--- config.mk ---
export PLATFORM = sky130hd
export DESIGN_NAME = l2_arbiter
export DESIGN_NICKNAME = d
export VERILOG_FILES = /design/src/rtl/l2_arbiter.sv
export SDC_FILE = /design/constraint.sdc
export NUM_CORES = 1
export LEC_CHECK = 0
export CAP_MARGIN = 40
export CORE_AREA = 2 2 275 277
export CTS_CLUSTER_DIAMETER = 60
export CTS_CLUSTER_SIZE = 12
export DETAILED_ROUTE_END_ITERATION = 10
export DIE_AREA = 0 0 277 279
export MAX_ROUTING_LAYER = met4
export SYNTH_ARGS = -nofsm -noshare
export SYNTH_HDL_FRONTEND = slang
export SYNTH_SLANG_ARGS = --single-unit
--- constraint.sdc ---
create_clock -name clk -period 13.9 [get_ports clk]
set_input_delay 2.085 -clock clk [delete_from_list [all_inputs] [get_ports clk]]
set_output_delay 2.085 -clock clk [all_outputs]
set_load 0.03 [all_outputs]
--- src/rtl/l2_arbiter.sv ---
// Two-client (L1 I / L1 D) line-miss arbiter in front of the L2 controller; optional L2_ARB_ROUND_ROBIN_EN.
// Latency: a request seen in IDLE reaches L2 one cycle later; the response is returned combinationally.
// Backpressure: clients hold requests until their resp; one latched transaction, then a 1-cycle GAP.
module l2_arbiter #(
    parameter int ADDR_W = 16,
    parameter int LINE_W = 128
) (
    input  logic              clk,
    input  logic              reset,
    input  logic              i_read,
    input  logic [ADDR_W-1:0] i_addr,
    output logic              i_resp,
    output logic [LINE_W-1:0] i_rdata,
    input  logic              d_read,
    input  logic              d_write,
    input  logic [ADDR_W-1:0] d_addr,
    input  logic [LINE_W-1:0] d_wdata,
    output logic              d_resp,
    output logic [LINE_W-1:0] d_rdata,
    output logic              l2_read,
    output logic              l2_write,
    output logic [ADDR_W-1:0] l2_addr,
    output logic [LINE_W-1:0] l2_wdata,
    input  logic              l2_resp,
    input  logic [LINE_W-1:0] l2_rdata
);
    typedef enum logic [1:0] {
        IDLE    = 2'd0,
        SERVE_I = 2'd1,
        SERVE_D = 2'd2,
        GAP     = 2'd3
    } state_t;

    typedef enum logic [1:0] {
        OP_NONE  = 2'd0,
        OP_READ  = 2'd1,
        OP_WRITE = 2'd2
    } op_t;

    state_t            state;
    state_t            state_nxt;
    op_t               op_q;
    logic [ADDR_W-1:0] addr_q;
    logic [LINE_W-1:0] wdata_q;
    logic              i_pend;
    logic              d_pend;
    logic              grant_vld;
    logic              grant_d;

    assign i_pend    = i_read;
    assign d_pend    = d_read | d_write;
    assign grant_vld = (state == IDLE) && (i_pend || d_pend);

`ifdef L2_ARB_ROUND_ROBIN_EN
    // last_grant_d = 0 means I was granted last; a conflict goes to the other client.
    logic last_grant_d;

    always_ff @(posedge clk or posedge reset) begin
        if (reset) begin
            last_grant_d <= 1'b0;
        end else if (grant_vld) begin
            last_grant_d <= grant_d;
        end
    end

    assign grant_d = d_pend && (!i_pend || !last_grant_d);
`else
    assign grant_d = d_pend;
`endif

    always_ff @(posedge clk or posedge reset) begin
        if (reset) begin
            state <= IDLE;
        end else begin
            state <= state_nxt;
        end
    end

    always_comb begin
        state_nxt = state;
        case (state)
            IDLE: begin
                if (grant_vld) begin
                    state_nxt = grant_d ? SERVE_D : SERVE_I;
                end
            end
            SERVE_I, SERVE_D: begin
                if (l2_resp) begin
                    state_nxt = GAP;
                end
            end
            GAP:     state_nxt = IDLE;
            default: state_nxt = IDLE;
        endcase
    end

    // Transaction latch: client inputs may change freely once granted.
    always_ff @(posedge clk or posedge reset) begin
        if (reset) begin
            addr_q  <= '0;
            wdata_q <= '0;
            op_q    <= OP_NONE;
        end else if (grant_vld) begin
            if (grant_d) begin
                addr_q  <= d_addr;
                wdata_q <= d_wdata;
                op_q    <= d_write ? OP_WRITE : OP_READ;
            end else begin
                addr_q  <= i_addr;
                op_q    <= OP_READ;
            end
        end
    end

    assign l2_addr  = addr_q;
    assign l2_wdata = wdata_q;

    always_comb begin
        l2_read  = 1'b0;
        l2_write = 1'b0;
        i_resp   = 1'b0;
        d_resp   = 1'b0;
        i_rdata  = '0;
        d_rdata  = '0;
        case (state)
            SERVE_I: begin
                l2_read  = (op_q == OP_READ);
                l2_write = (op_q == OP_WRITE);
                i_resp   = l2_resp;
                i_rdata  = l2_resp ? l2_rdata : '0;
            end
            SERVE_D: begin
                l2_read  = (op_q == OP_READ);
                l2_write = (op_q == OP_WRITE);
                d_resp   = l2_resp;
                d_rdata  = l2_resp ? l2_rdata : '0;
            end
            default: begin
                l2_read  = 1'b0;
                l2_write = 1'b0;
            end
        endcase
    end

endmodule
==> results of run 1 <==
[worst min-delay path, delay by kind of cell (launching register included)]
family | cells | cell delay (ns)
AND/OR/NAND/NOR | 1 | 0.04
flip-flops | 1 | 0.35
AO/OA/AOI/OAI | 1 | 0.07
[cells in the final DEF (no fill, tap or decap), drive strengths merged]
cell type,count
dfrtp,148
and3,256
a32oi,1
and2,2
clkinv,8
inv,12
nor2,3
clkdlybuf4s50,696
o21ai,18
mux2,129
buf,12
mux2i,18
clkbuf,17
a21oi,1
nand2,21
ha,4
and3b,1
o31ai,1
diode,6
[worst max path at each step]
| stage | from | end | slack [ns] | cells after the start |
|---|---|---|---|---|
| final | l2_resp | i_rdata[78] | 7.32 | 4 |
| after detailed placement | l2_resp | i_rdata[42] | 7.39 | 4 |
| after floorplan | reset | l2_addr[0] | 7.84 | 1 |
| after CTS | l2_resp | i_rdata[42] | 7.41 | 4 |
| after global routing | l2_resp | i_rdata[78] | 7.15 | 4 |
| after global placement | l2_resp | i_rdata[42] | 7.51 | 4 |
[registers in the layout, indices dropped and copies added, names as in the netlist]
| name | flops |
|---|---|
| l2_addr | 16 |
| l2_wdata | 128 |
| op_q | 2 |
| state | 2 |
[per-layer routing]
metal | global-route usage [%] | vias up | wire, um
li1 | - | 3747 | -
met5 | - | - | 0
met2 | 21.7 | 496 | 24500
met3 | 3.52 | 33 | 3810
met1 | 13.2 | 4011 | 18300
met4 | 2.52 | 0 | 850
[stage by stage]
step | cells | setup WS [ns]
4_1_cts | 2317 | 7.41
5_1_grt | 2320 | 7.15
3_3_place_gp | 2281 | 7.51
3_5_place_dp | 2285 | 7.39
6_report | 2323 | 7.32
2_1_floorplan | 683 | 7.84
[cells by family (layout without fill, tap and decap cells)]
| family | Yosys count | count (layout) |
|---|---|---|
| AOI/OAI and AO/OA | 21 | 21 |
| DFF | 148 | 148 |
| muxes | 147 | 147 |
| and+or+nand+nor | 283 | 283 |
| other | 0 | 6 |
| buffers and inverters | 80 | 745 |
| adders and majority gates | 4 | 4 |
[report_power, final]
group          total (W)  switching [W]  internal [W]  leakage (nW)
registers       0.000780       0.000127      0.000653          1.76
logic            0.00208        0.00117      0.000917          4.95
clock network   0.000487       0.000241      0.000246         0.297
[cell type report]
cell class	instances	area (um^2)	share of cell area (%)
repair buffers	708	7130	43.9
flip-flops and latches	148	3700	22.8
multi-input cells	455	3560	21.9
well taps	969	1210	7.46
clock buffers	17	425	2.62
clock inverters	15	184	1.13
inverters	5	23.8	0.146
diodes	6	15.0	0.0923
==> flow_summary.yaml, run 1 <==
sta:
  relSlewSlack_pct: 45.9
  fin_crit_sh_pct: 47.3
  drv_slew: 0
  fmax_ghz: 0.152
  holdWs_ns: 0.493
  tightest_slew_ns: 0.811
  setup_viol: 0
  min_period_ns: 6.58
  final_hold_viol_count: 0
  fin_setup_tns_ns: 0
  fin_worst_skew_ns: 0.0146
  rsz0062_at_grt: "false"
placed_design:
  hpwl_um: 39700
  gp_congestion: 0.931
  post_dp_cell_area_um2: 15600
  port_buffers: 697
clock_tree:
  clock_latency_ns: 0.44
  numClockSinks: 148
  cts_setup_buffers: 0
  clk_pin_slew_ns: 0.08
  cts-htree-levels: 4
  clk_path_buf_depth: 2
  clock-root-buffer: "clkbuf_16"
  cts_tree: "done"
  ctsResizeCount: 0
  cts_buffers: 17
  cts_hold_buf: 0
power_and_ir_drop:
  power.density_nw_per_um2: 206
  ir_worst_vdd_mv: 0.123
  p_leak_nw: 7.01
  total_power_w: 0.00335
yosys:
  synth_cells: 683
  synth_simple_gate_area_share_pct: 22.5
  yosysSeqAreaShare_pct: 48.4
  synth_area_leaders: "dfrtp_1, and3_1, mux2_2"
  synth_edf_count: 0
  synth_common_cells: "and3_1, dfrtp_1, mux2_2, clkbuf_1, nand2_1"
  ys_seq_elements: 148
  synth_area_per_cell_um2: 11.2
  ys.flop_type: "dfrtp_1"
  synthMuxAreaShare_pct: 21.3
  yosysMostFrequentCell: "and3_1"
  synth_adder_area_share_pct: 0.654
  synthXorXnorAreaFrac_pct: 0
  syn_area_um2: 7650
  ys_types: 21
  synth_compound_area_share_pct: 1.68
  synth_top_family_by_area: "simple AND/OR/NAND/NOR gates"
  yosysWarnings: 0
  syn-num-nets: 981
  synthArstFlopShare_pct: 100
  synth.largest_area_cell: "dfrtp_1"
  synth_top_area_share_pct: 48.4
layout:
  n_fill_cell: 7936
  nets: 1633
  postLayoutCoreUtil_pct: 22.0
  drive_gt1_share_pct: 13.3
  final_cell_area_um2: 16300
  area_growth_pct: 113
worst_hold_path:
  min_to: "l2_addr[3]"
  min_path_type: "register to register"
  holdCritStartpoint: "l2_addr[3]"
  min_path_cells: 2
floorplanning:
  die_y_um: 279
  ios: 698
  core_area_um2: 74100
  start_util_pct: 10.3
  die_width_um: 277
  die-area_um2: 77300
  rows: 100
setup_path:
  path_class: "input pin to output port"
  r2r_cells: 7
  critPathBufInv: 3
  worstPathRequired_ns: 11.81
  worstSetupEndpointType: "output port"
  rrSetupSlack_ns: 11.13
  critPathLaunchType: "input pin"
  critPathArrivalTime_ns: 4.49
  critPathMaxStageDelay_ns: 0.72
  cpMaxStageDelayCell: "buf_4"
  crit-reg2reg-capture: "l2_wdata[2]"
  timing.rr.start: "state[0]"
  path_cells: "buf_6 -> buf_4 -> and3_1 -> clkdlybuf4s50_1"
  crit_family: "buffers and inverters"
  crit_path_max_fanout: 146
route:
  vias: 8287
  drt-total-wl_um: 47400
  firstDrtPassIters: 6
  wl_per_cell_um: 20.4
  post-route-drc-count: 0
  viasPerCell: 3.57
  drt_iter0_drc: 335
  drtAntennaViolNets: 0
global_routing:
  antenna_found_initial: 15
  grt_max_degree: 147
  grt_overflow_total: 0
  first_global_vias: 8631
  grt_pass1_wl_um: 65000
  grt_usage_pct: 12.1
run_status:
  status: "finished clean"
flow_run:
  cap_violations: 0
(Power assumes the default switching activity.)
==> run 2, diff against run 1 <==
- clock period: 13.9 -> 6.8 ns (I/O delays scaled with it)
==> run 2 against run 1 <==
Against the previous run: global-route usage rose by 0.15 points; worst setup slack got worse by 4.7 ns; sequential share of layout area barely moved; critical path depth did not move; register-to-register slack got worse by 6.5 ns; first-iteration DRC count rose by 4.2%; count of clock-buffer cells in the layout rose by 1; hold slack got worse by 0.0058 ns; final area barely moved; flip-flop and latch count did not move; wire length rose by 1.0%; clock skew rose by 0.00056 ns; critical path type unchanged.
==> flow_summary.yaml, run 2 (synthesis results as in run 1) <==
run_status:
  status: "finished clean"
floorplanning:
  start_util_pct: 10.3
  ios: 698
  core_area_um2: 74100
  die_width_um: 277
  die-area_um2: 77300
  die_y_um: 279
  rows: 100
clock_tree:
  clk_path_buf_depth: 2
  cts_tree: "done"
  cts_hold_buf: 0
  ctsResizeCount: 0
  cts_setup_buffers: 0
  clk_pin_slew_ns: 0.06
  cts-htree-levels: 4
  cts_buffers: 17
  clock_latency_ns: 0.44
  clock-root-buffer: "clkbuf_16"
  numClockSinks: 148
sta:
  relSlewSlack_pct: 34.0
  fin_ws_ns: 2.60
  fmax_ghz: 0.238
  fin_setup_tns_ns: 0
  min_period_ns: 4.20
  rsz0062_at_grt: "false"
  drv_slew: 0
  final_hold_viol_count: 0
  holdWs_ns: 0.487
  tightest_slew_ns: 0.990
  fin_worst_skew_ns: 0.0151
  fin_crit_sh_pct: 61.8
  setup_viol: 0
setup_path:
  crit_family: "buffers and inverters"
  timing.rr.start: "state[0]"
  crit_start: "l2_resp"
  worstPathRequired_ns: 5.78
  worstSetupEndpointType: "output port"
  path_class: "input pin to output port"
  critPathBufInv: 3
  critPathLaunchType: "input pin"
  crit_path_max_fanout: 161
  path_cells: "buf_6 -> buf_4 -> and3_1 -> clkdlybuf4s50_1"
  cpMaxStageDelayCell: "clkdlybuf4s50_1"
  critPathMaxStageDelay_ns: 0.67
  critPathArrivalTime_ns: 3.18
power_and_ir_drop:
  total_power_w: 0.00690
  p_leak_nw: 7.00
  sw_frac_of_total_pct: 45.2
  pwr-share-comb_pct: 61.7
  intPower_w: 0.00378
  p_switching_w: 0.00312
  p_clk_share_pct: 15.2
  power.density_nw_per_um2: 424
  seqPwrFrac_pct: 23.2
  ir_worst_vdd_mv: 0.305
placed_design:
  port_buffers: 697
  gp_congestion: 0.931
  place_ws_ns: 2.69
  hpwl_um: 39800
global_routing:
  grt_usage_pct: 12.2
  antenna_found_initial: 22
  first_global_vias: 8743
  grt_pass1_wl_um: 65300
  grt_max_degree: 162
  grt_overflow_total: 0
layout:
  largest_register_ffs: 128
  area_growth_pct: 113
  postLayoutCoreUtil_pct: 22.0
  final_cell_mix: "clkdlybuf4s50_1, and3_1, dfrtp_1"
  nets: 1631
  drive_gt1_share_pct: 13.2
  mostFrequentLayoutCell: "clkdlybuf4s50_1"
route:
  firstDrtPassIters: 7
  viasPerCell: 3.56
  drt-total-wl_um: 47900
  drt_iter0_drc: 349
  wl_per_cell_um: 20.6
  vias: 8289
  drtAntennaViolNets: 0
  post-route-drc-count: 0
worst_hold_path:
  holdCritStartpoint: "l2_addr[11]"
  min_path_type: "register to register"
flow_run:
  cap_violations: 0
-- run 2: cell count changes in the layout (fill, tap and decap cells not counted), sizes merged --
cell | previous run | this run
clkbuf | 17 | 18
bufinv | 0 | 2
clkinvlp | 0 | 1
buf | 12 | 10
clkinv | 8 | 2
diode | 6 | 15
inv | 12 | 14
-- run 2: area by class of cell --
type | count | area, um^2
fill | 7911 | 57800
timing repair buffer | 706 | 7100
sequential | 148 | 3700
multi-input combinational | 455 | 3560
tap | 969 | 1210
clock buffer | 18 | 439
clock inverter | 14 | 184
antenna | 15 | 37.5
inverter | 5 | 23.8
-- run 2: power by group through the flow --
stage | Clock, W | Sequential [W] | Combinational [W]
global placement | 0 | 0.00158 | 0.00420
floorplan | 0 | 0.00243 | 0.00155
finish | 0.00104 | 0.00160 | 0.00425
detailed placement | 0 | 0.00160 | 0.00429
CTS | 0.00110 | 0.00160 | 0.00430
global route | 0.00113 | 0.00166 | 0.00446
-- run 2: worst min-delay path: stages, from the launching register on --
cell and delay, ns:
dfrtp_1 0.35, nand2_1 0.05, o21ai_0 0.06
-- run 2: stage by stage --
step                      instance area, um^2  instances
after CTS                               16200       2315
after floorplan                          7650        683
after detailed placement                15600       2283
after global placement                  15500       2281
after global routing                    16300       2329
final                                   16300       2330
-- run 2: final timing paths --
| kind | end | slack [ns] | cells past startpoint |
|---|---|---|---|
| hold reg to reg | l2_addr[11] | 0.49 | 2 |
| hold / removal | l2_addr[11] | 0.49 | 2 |
| max in group asynchronous | l2_wdata[31] | 4.60 | 3 |
| setup / recovery | i_rdata[39] | 2.60 | 4 |
| min in group asynchronous | l2_wdata[9] | 1.04 | 2 |
| setup reg to reg | l2_wdata[59] | 4.59 | 5 |
-- run 2: per-layer routing --
layer | global-route usage (%) | routed length, um | vias up
met3 | 4.29 | 3920 | 41
li1 | - | - | 3750
met5 | - | 0 | -
met1 | 12.9 | 18600 | 3996
met2 | 20.8 | 24400 | 502
met4 | 4.99 | 1020 | 0
==> run 3, diff against run 2 <==
- clock period: 6.8 -> 4.35 ns (I/O delays scaled with it)
==> run 3 against run 2 <==
Against the previous run: register-to-register slack worse by 2.4 ns; die area unchanged; power up 55%; wire length about the same; first-iteration DRC count shrank 19%; sequential power grew 55%; via count shrank 0.72%; critical path type is now register to output port; critical endpoint is now d_rdata[9].
==> flow_summary.yaml, run 3 (synthesis results as in run 1) <==
global_routing:
  grt_max_degree: 159
  antenna_found_initial: 12
  grt_pass1_wl_um: 65400
  first_global_vias: 8609
  grt_usage_pct: 12.3
  grt_overflow_total: 0
clock_tree:
  ctsResizeCount: 0
  clk_path_buf_depth: 2
  cts_buffers: 17
  cts_tree: "done"
  clock-root-buffer: "clkbuf_16"
  clk_pin_slew_ns: 0.07
  cts_setup_buffers: 0
  numClockSinks: 148
  cts_hold_buf: 0
  clock_latency_ns: 0.44
  cts-htree-levels: 4
power_and_ir_drop:
  power.density_nw_per_um2: 655
  ir_worst_vdd_mv: 0.387
  total_power_w: 0.0107
  p_leak_nw: 7.02
layout:
  final_cell_mix: "clkdlybuf4s50_1, and3_1, dfrtp_1"
  n_fill_cell: 7921
  final_cell_area_um2: 16300
  stdcell_count: 2329
  mostFrequentLayoutCell: "clkdlybuf4s50_1"
  largest_register_ffs: 128
  area_growth_pct: 113
  nets: 1639
  drive_gt1_share_pct: 13.7
setup_path:
  crit_path_max_fanout: 109
  critPathLaunchType: "register"
  worstPathRequired_ns: 3.70
  critPathArrivalTime_ns: 2.89
  path_class: "register to output port"
  worstSetupEndpointType: "output port"
sta:
  min_period_ns: 3.54
  setup_viol: 0
  fin_setup_tns_ns: 0
  rsz0062_at_grt: "false"
  holdWs_ns: 0.477
  relSlewSlack_pct: 42.4
  drv_slew: 0
  fmax_ghz: 0.283
  fin_crit_sh_pct: 81.3
  tightest_slew_ns: 0.860
  final_hold_viol_count: 0
  fin_worst_skew_ns: 0.0137
floorplanning:
  rows: 100
  die_width_um: 277
  die_y_um: 279
  die-area_um2: 77300
  start_util_pct: 10.3
  ios: 698
  core_area_um2: 74100
flow_run:
  cap_violations: 0
route:
  drt_iter0_drc: 282
  drt-total-wl_um: 47900
  viasPerCell: 3.53
  wl_per_cell_um: 20.6
  firstDrtPassIters: 4
  drtAntennaViolNets: 0
  post-route-drc-count: 0
  vias: 8229
placed_design:
  post_dp_cell_area_um2: 15700
  port_buffers: 697
  hpwl_um: 40500
  gp_congestion: 0.901
  dpl.cell_count: 2291
worst_hold_path:
  min_path_type: "register to register"
run_status:
  status: "finished clean"
run 3: cell count changes in the layout (fill, tap and decap cells not counted), sizes merged:
cell / previous run / this run
buf: 10 / 18
bufinv: 2 / 1
clkbuf: 18 / 17
clkinv: 2 / 5
clkinvlp: 1 / 2
diode: 15 / 6
inv: 14 / 12
run 3: final cells by class:
cell class	instances	area, um^2	area share, %
Clock buffer	17	425	2.61
Clock inverter	15	161	0.991
Timing Repair Buffer	714	7180	44.1
Tap cell	969	1210	7.44
Sequential cell	148	3700	22.7
Multi-Input combinational cell	455	3560	21.9
Inverter	5	22.5	0.138
Antenna cell	6	15.0	0.0922
run 3: worst paths after layout:
kind | startpoint | end | slack [ns] | cells past startpoint
max in group asynchronous | reset | l2_wdata[13] | 2.72 | 3
min reg2reg | l2_addr[12] | l2_addr[12] | 0.48 | 2
max | state[0] | d_rdata[9] | 0.81 | 5
min | l2_addr[12] | l2_addr[12] | 0.48 | 2
max reg2reg | state[0] | l2_wdata[13] | 2.20 | 5
min in group asynchronous | reset | l2_wdata[96] | 0.69 | 2
run 3: power by group:
group / total, W / switching [W] / leakage (nW) / internal [W]
combinational: 0.00667 / 0.00373 / 4.98 / 0.00294
sequential: 0.00248 / 0.000388 / 1.76 / 0.00209
clock: 0.00152 / 0.000707 / 0.289 / 0.000816
total: 0.0107 / 0.00482 / 7.02 / 0.00584
run 3: per-stage QoR:
| step | setup WS (ns) | utilization, % |
|---|---|---|
| finish | 0.811 | 22.0 |
| global route | 0.678 | 22.0 |
| floorplan | 1.84 | - |
| global placement | 1.14 | 21.2 |
| detailed placement | 1.09 | 21.2 |
| CTS | 0.714 | 22.0 |
run 3: worst max-delay path: stages, from the launching register on:
cell             delay, ns
dfrtp_1               0.41
inv_1                 0.18
ha_4                  0.32
buf_12                0.34
and3_1                0.23
clkdlybuf4s50_1       0.87
run 3: layer usage:
layer | routed length (um) | global-route usage, % | vias up
li1 | - | - | 3747
met1 | 19700 | 14.1 | 3933
met2 | 23500 | 20.7 | 504
met3 | 3540 | 3.36 | 45
met4 | 1240 | 3.71 | 0
met5 | 0 | - | -
